$ cat src/rtl/digit_rev_pkg.sv
// Shared types and helpers for the mixed-radix digit-reversal address generator.
// The DIGIT_REV_CRT_MAP_EN macro enables the Good-Thomas CRT order (mode 2).
package digit_rev_pkg;

    typedef enum logic {
        IDLE = 1'b0,
        RUN  = 1'b1
    } state_t;

    localparam logic [1:0] MODE_NAT = 2'd0;
    localparam logic [1:0] MODE_REV = 2'd1;
    localparam logic [1:0] MODE_CRT = 2'd2;

    // Euclid's algorithm; only evaluated at elaboration for the coprime check.
    function automatic int gcd(input int a, input int b);
        int x;
        int y;
        int t;
        x = a;
        y = b;
        while (y != 0) begin
            t = x % y;
            x = y;
            y = t;
        end
        return x;
    endfunction

endpackage

$ cat src/rtl/digit_rev_addr_gen_mod_acc.sv
// Registered accumulator: clear, load, or add STEP. With WRAP set the sum wraps mod N;
// without it a plain adder is built (callers guarantee no overflow past N-1).
module mod_acc #(
    parameter int N    = 15,
    parameter int STEP = 3,
    parameter int AW   = $clog2(N),
    parameter bit WRAP = 1'b1
) (
    input  logic          clk,
    input  logic          rst,
    input  logic          clr,
    input  logic          load,
    input  logic          step,
    input  logic [AW-1:0] load_val,
    output logic [AW-1:0] acc
);

    logic [AW-1:0] nxt;

    generate
        if (WRAP) begin : g_wrap
            // One extra bit so acc+STEP cannot overflow before the compare.
            logic [AW:0] sum;
            always_comb begin
                sum = {1'b0, acc} + (AW+1)'(STEP);
                nxt = (sum >= (AW+1)'(N)) ? AW'(sum - (AW+1)'(N)) : AW'(sum);
            end
        end else begin : g_plain
            always_comb nxt = acc + AW'(STEP);
        end
    endgenerate

    always_ff @(posedge clk or posedge rst) begin
        if (rst) begin
            acc <= '0;
        end else if (clr) begin
            acc <= '0;
        end else if (load) begin
            acc <= load_val;
        end else if (step) begin
            acc <= nxt;
        end
    end

endmodule

$ cat src/rtl/digit_rev_addr_gen.sv
// Sequential natural/mapped address generator for an R0*R1 mixed-radix FFT buffer.
// Define DIGIT_REV_CRT_MAP_EN to add the Good-Thomas CRT map as mode 2.
module digit_rev_addr_gen
    import digit_rev_pkg::*;
#(
    parameter int R0 = 3,
    parameter int R1 = 5,
    parameter int AW = $clog2(R0*R1)
) (
    input  logic          clk,
    input  logic          rst,
    input  logic          start,
    input  logic [1:0]    mode,
    input  logic          abort,
    input  logic          ready,
    output logic          valid,
    output logic [AW-1:0] nat_addr,
    output logic [AW-1:0] out_addr,
    output logic          last,
    output logic          busy
);

    localparam int N = R0 * R1;
    localparam logic [AW-1:0] D0_MAX = AW'(R0 - 1);
    localparam logic [AW-1:0] D1_MAX = AW'(R1 - 1);

    generate
        if (R0 < 2 || R1 < 2) begin : g_bad_radix
            $error("digit_rev_addr_gen: R0 and R1 must both be >= 2");
        end
        if (AW != $clog2(R0*R1)) begin : g_bad_aw
            $error("digit_rev_addr_gen: AW is derived from R0*R1 and must not be overridden");
        end
`ifdef DIGIT_REV_CRT_MAP_EN
        if (gcd(R0, R1) != 1) begin : g_bad_gcd
            $error("digit_rev_addr_gen: CRT map needs coprime R0 and R1");
        end
`endif
    endgenerate

    state_t        state;
    state_t        state_nxt;
    logic [1:0]    mode_q;
    logic [AW-1:0] d0;
    logic [AW-1:0] d1;
    logic [AW-1:0] nat_q;
    logic [AW-1:0] acc_q;
    logic [AW-1:0] acc_load_val;
    logic          accept;
    logic          d1_wrap;
    logic          clear;
    logic          sel_nat;

    // Handshake: a beat transfers on a cycle with valid & ready; while valid & !ready every
    // output holds. valid never depends on ready, and abort overrides a same-cycle transfer.
    always_ff @(posedge clk or posedge rst) begin
        if (rst) begin
            state <= IDLE;
        end else begin
            state <= state_nxt;
        end
    end

    always_comb begin
        state_nxt = state;
        case (state)
            IDLE:    if (start) state_nxt = RUN;
            RUN:     if (abort || (accept && last)) state_nxt = IDLE;
            default: state_nxt = IDLE;
        endcase
    end

    always_comb begin
        valid = (state == RUN);
        busy  = (state == RUN);
        last  = valid && (d0 == D0_MAX) && (d1 == D1_MAX);
    end

    assign accept  = valid && ready;
    assign d1_wrap = (d1 == D1_MAX);
    // Counters sit at zero whenever no sweep is in flight, so a start always begins at n=0.
    assign clear   = (state != RUN) || abort || (accept && last);

    always_ff @(posedge clk or posedge rst) begin
        if (rst) begin
            d0    <= '0;
            d1    <= '0;
            nat_q <= '0;
        end else if (clear) begin
            d0    <= '0;
            d1    <= '0;
            nat_q <= '0;
        end else if (accept) begin
            nat_q <= nat_q + AW'(1);
            if (d1_wrap) begin
                d1 <= '0;
                d0 <= d0 + AW'(1);
            end else begin
                d1 <= d1 + AW'(1);
            end
        end
    end

    always_ff @(posedge clk or posedge rst) begin
        if (rst) begin
            mode_q <= MODE_NAT;
        end else if (state == IDLE && start) begin
            mode_q <= mode;
        end
    end

`ifdef DIGIT_REV_CRT_MAP_EN
    localparam bit ACC_WRAP = 1'b1;
    logic [AW-1:0] row_base;
    logic          sel_crt;

    // row_base tracks R1*d0, which stays below N for every row that can still wrap.
    always_ff @(posedge clk or posedge rst) begin
        if (rst) begin
            row_base <= '0;
        end else if (clear) begin
            row_base <= '0;
        end else if (accept && d1_wrap) begin
            row_base <= row_base + AW'(R1);
        end
    end

    always_comb begin
        sel_crt      = (mode_q == MODE_CRT);
        sel_nat      = (mode_q == MODE_NAT);
        acc_load_val = sel_crt ? (row_base + AW'(R1)) : (d0 + AW'(1));
    end
`else
    localparam bit ACC_WRAP = 1'b0;

    // Without the CRT map, mode 2 aliases natural order and mode 3 aliases reversed order.
    always_comb begin
        sel_nat      = (mode_q == MODE_NAT) || (mode_q == MODE_CRT);
        acc_load_val = d0 + AW'(1);
    end
`endif

    mod_acc #(
        .N   (N),
        .STEP(R0),
        .AW  (AW),
        .WRAP(ACC_WRAP)
    ) u_acc (
        .clk     (clk),
        .rst     (rst),
        .clr     (clear),
        .load    (accept && d1_wrap),
        .step    (accept && !d1_wrap),
        .load_val(acc_load_val),
        .acc     (acc_q)
    );

    assign nat_addr = nat_q;
    assign out_addr = sel_nat ? nat_q : acc_q;

endmodule
$ cat config.mk
export PLATFORM = sky130hd
export DESIGN_NAME = digit_rev_addr_gen
export DESIGN_NICKNAME = d
export VERILOG_FILES = /design/src/rtl/digit_rev_pkg.sv /design/src/rtl/digit_rev_addr_gen_mod_acc.sv /design/src/rtl/digit_rev_addr_gen.sv
export SDC_FILE = /design/constraint.sdc
export NUM_CORES = 1
export LEC_CHECK = 0
export CAP_MARGIN = 20
export CORE_UTILIZATION = 60
export CTS_CLUSTER_DIAMETER = 150
export DETAILED_ROUTE_END_ITERATION = 8
export DONT_BUFFER_PORTS = 1
export PLACE_DENSITY = 0.75
export SLEW_MARGIN = 20
export SYNTH_ARGS = -nofsm -noshare
export SYNTH_HDL_FRONTEND = slang
export SYNTH_SLANG_ARGS = --single-unit
$ cat constraint.sdc
create_clock -name clk -period 2.4 [get_ports clk]
set_input_delay 0.12 -clock clk [delete_from_list [all_inputs] [get_ports clk]]
set_output_delay 0.12 -clock clk [all_outputs]
set_load 0.02 [all_outputs]
==> qor.csv <==
metric;value;unit
status;completed;
ios;18;
timing.final.crit_share;88.4;%
worstSetupStartpoint;d1[0]$_DFFE_PP0P_;
rows;14;
multi_input_comb_area;544;sq um
synthCells;108;
crit_chain;inv_1, ha_1, nand3b_1, or3_1, nor2_1;
fin_crit;2120;ps
leakage;0.539;nW
maxCapViolCount;0;
r2r_setup_slack;490;ps
insertedDiodeCount;0;
drc_errors;0;
synth_top_area_share;42.5;%
hold_viol_final;0;
endpoint;last;
max-vdd-ir-drop;0.434;mV
yosysWarnings;0;
slew_headroom;54.7;%
synthMuxAreaShare;7.44;%
fp.dieW;44.0;microns
die_h;44.0;microns
via_per_inst;6.05;
syn_nets;121;
cts.htree.levels;1;
max_freq;471;MHz
initial_core_util;67.2;%
nNetsFinal;127;
ys_seq_area_share;42.5;%
cts_root_buffer;clkbuf_4;
drt_iter0_drc;10;
crit_path_max_fanout;4;
crit_type;reg -> out;
gp_congestion;0.842;
cts_buffer_depth;2;
core-area;1580;sq um
critPathSlowestCell;or3_1;
postRouteAntennaNets;0;
rsz0062_at_grt;false;
vias;781;
synth_edf_count;0;
worstPathRequired;2280;ps
clock_skew;4.53;ps
cpPeakStageDelay;430;ps
cp.arrival;2000;ps
r2r_start;d1[0]$_DFFE_PP0P_;
drv_slew;0;
dr.pass1.iters;4;
routed_wl;2.04;mm
final_cell_mix;dfrtp_1, nand2_1, inv_1;
layout.cells.non_filler;129;
ff_latch_area;450;sq um
insertion_delay;300;ps
post_cts_resized;0;
fill_cells;121;
drive_above_1_share;15.0;%
ys_seq_elements;18;
fp.dieArea;1940;sq um
dp_hpwl;1.45;mm
syn2layout_area_growth;7.56;%
synth_ff_type;dfrtp_1;
synth_area_per_cell;9.81;sq um
synth_cell_types;34;
ys_async_sr_fraction;100;%
cts.sink_count;18;
yosys.area_share.simple;18.9;%
synth-xor-area-share;4.96;%
start_kind;flop;
routedWlPerCell;15.8;microns
setup_viol;0;
end_kind;primary output;
post-cts-setup-buffers;0;
tightest_slew;678;ps
reg2reg_depth;6;
dp_cells;121;
synth_largest_area_cell;dfrtp_1;
cts_buffers;3;
fin_tns_setup;0;ps
grt_pass1_wl;3.58;mm
mostFrequentLayoutCell;dfrtp_1;
grt_max_degree;19;
netlist_area;1060;sq um
antenna_found_initial;0;
grtUsageTotal;25.7;%
numPortBuffers;0;
grt_pass1_vias;819;
r2r-end;nat_addr[0]$_DFFE_PP0P_;
cts_tree;yes;
synth_fa_ha_area_share;7.08;%
synth_compound_area_share;13.0;%
synthTopCellsByArea;dfrtp_1, mux2_2, ha_1, nand2_1, xor2_1;
hp-class;in -> reg;
synth_top_family_by_area;simple AND/OR/NAND/NOR gates;
clkTransAtPathRegs;110;ps
power_density;563;nW/um^2
grt_overflow;0;
metal layers:
metal,wire [microns],vias to the layer above,track usage (%)
met5,0,-,0
met4,44,0,12.1
met3,50,5,2.86
met2,986,11,42.1
met1,960,376,34.2
li1,-,389,-
critical path: cells and delay by family (launching register included):
kind | cells | cell delay, ps
and+or+nand+nor | 3 | 1000
DFF | 1 | 410
adders and majority gates | 1 | 200
buffers and inverters | 1 | 80
flip-flops by register name, indices dropped and copies added (netlist names):
signal / flops
d0: 4
d1: 4
u_acc.acc: 4
mode_q: 1
nat_addr: 4
busy: 1
area by class of cell:
type / count / area share, %
Multi-Input combinational cell: 76 / 47.7
Inverter: 9 / 2.96
Sequential cell: 18 / 39.5
Tap cell: 16 / 1.76
Clock buffer: 4 / 3.18
Timing Repair Buffer: 6 / 4.83
per-stage QoR:
stage / setup slack [ps] / hold slack, ps / util, % / area, sq um / total power [W]
after global placement: 546 / 138 / 67.5 / 1060 / 0.000448
after CTS: 290 / 36.2 / 72.3 / 1140 / 0.000645
after detailed placement: 546 / 146 / 67.5 / 1060 / 0.000450
final: 277 / 37.8 / 72.3 / 1140 / 0.000642
after floorplan: 634 / 58.6 / - / 1060 / 0.000433
after global routing: 188 / 47.6 / 72.3 / 1140 / 0.000667
Yosys cell counts (3+ instances only):
master / instances
inv_1: 9
o21ai_0: 5
mux2_2: 7
nor3_1: 4
dfrtp_1: 18
nand2_1: 12
a22o_1: 3
ha_1: 6
xor2_1: 4
nor2_1: 8
power breakdown:
group          total (W)  switching (W)  internal (W)
sequential      0.000342      0.0000229      0.000319
combinational   0.000107      0.0000612     0.0000457
clock           0.000193       0.000100     0.0000926
total           0.000642       0.000185      0.000457
worst min-delay path by stage:
stage,depth (start not counted),slack (ps),endpoint,startpoint
global route,2,50,u_acc.acc[2]$_DFFE_PP0P_,ready
finish,2,40,u_acc.acc[2]$_DFFE_PP0P_,ready
detailed placement,1,150,nat_addr[3]$_DFFE_PP0P_,rst
CTS,2,40,u_acc.acc[2]$_DFFE_PP0P_,ready
floorplan,1,60,busy$_DFF_PP0_,rst
global placement,1,140,mode_q[0]$_DFFE_PP0P_,rst
repair_timing:
item / in CTS / in global routing
hold endpoints to repair: 21 / 0
setup endpoints to repair: 0 / 0
hold buffers: 4 / 0
cells by family after synthesis:
kind of cell | count (synthesis)
xor gates and xnor gates | 6
DFF | 18
AOI/OAI and AO/OA | 19
and+or+nand+nor | 38
muxes | 7
buffers and inverters | 14
adders and majority gates | 6
Note: power is estimated with default switching activity, not from simulation.
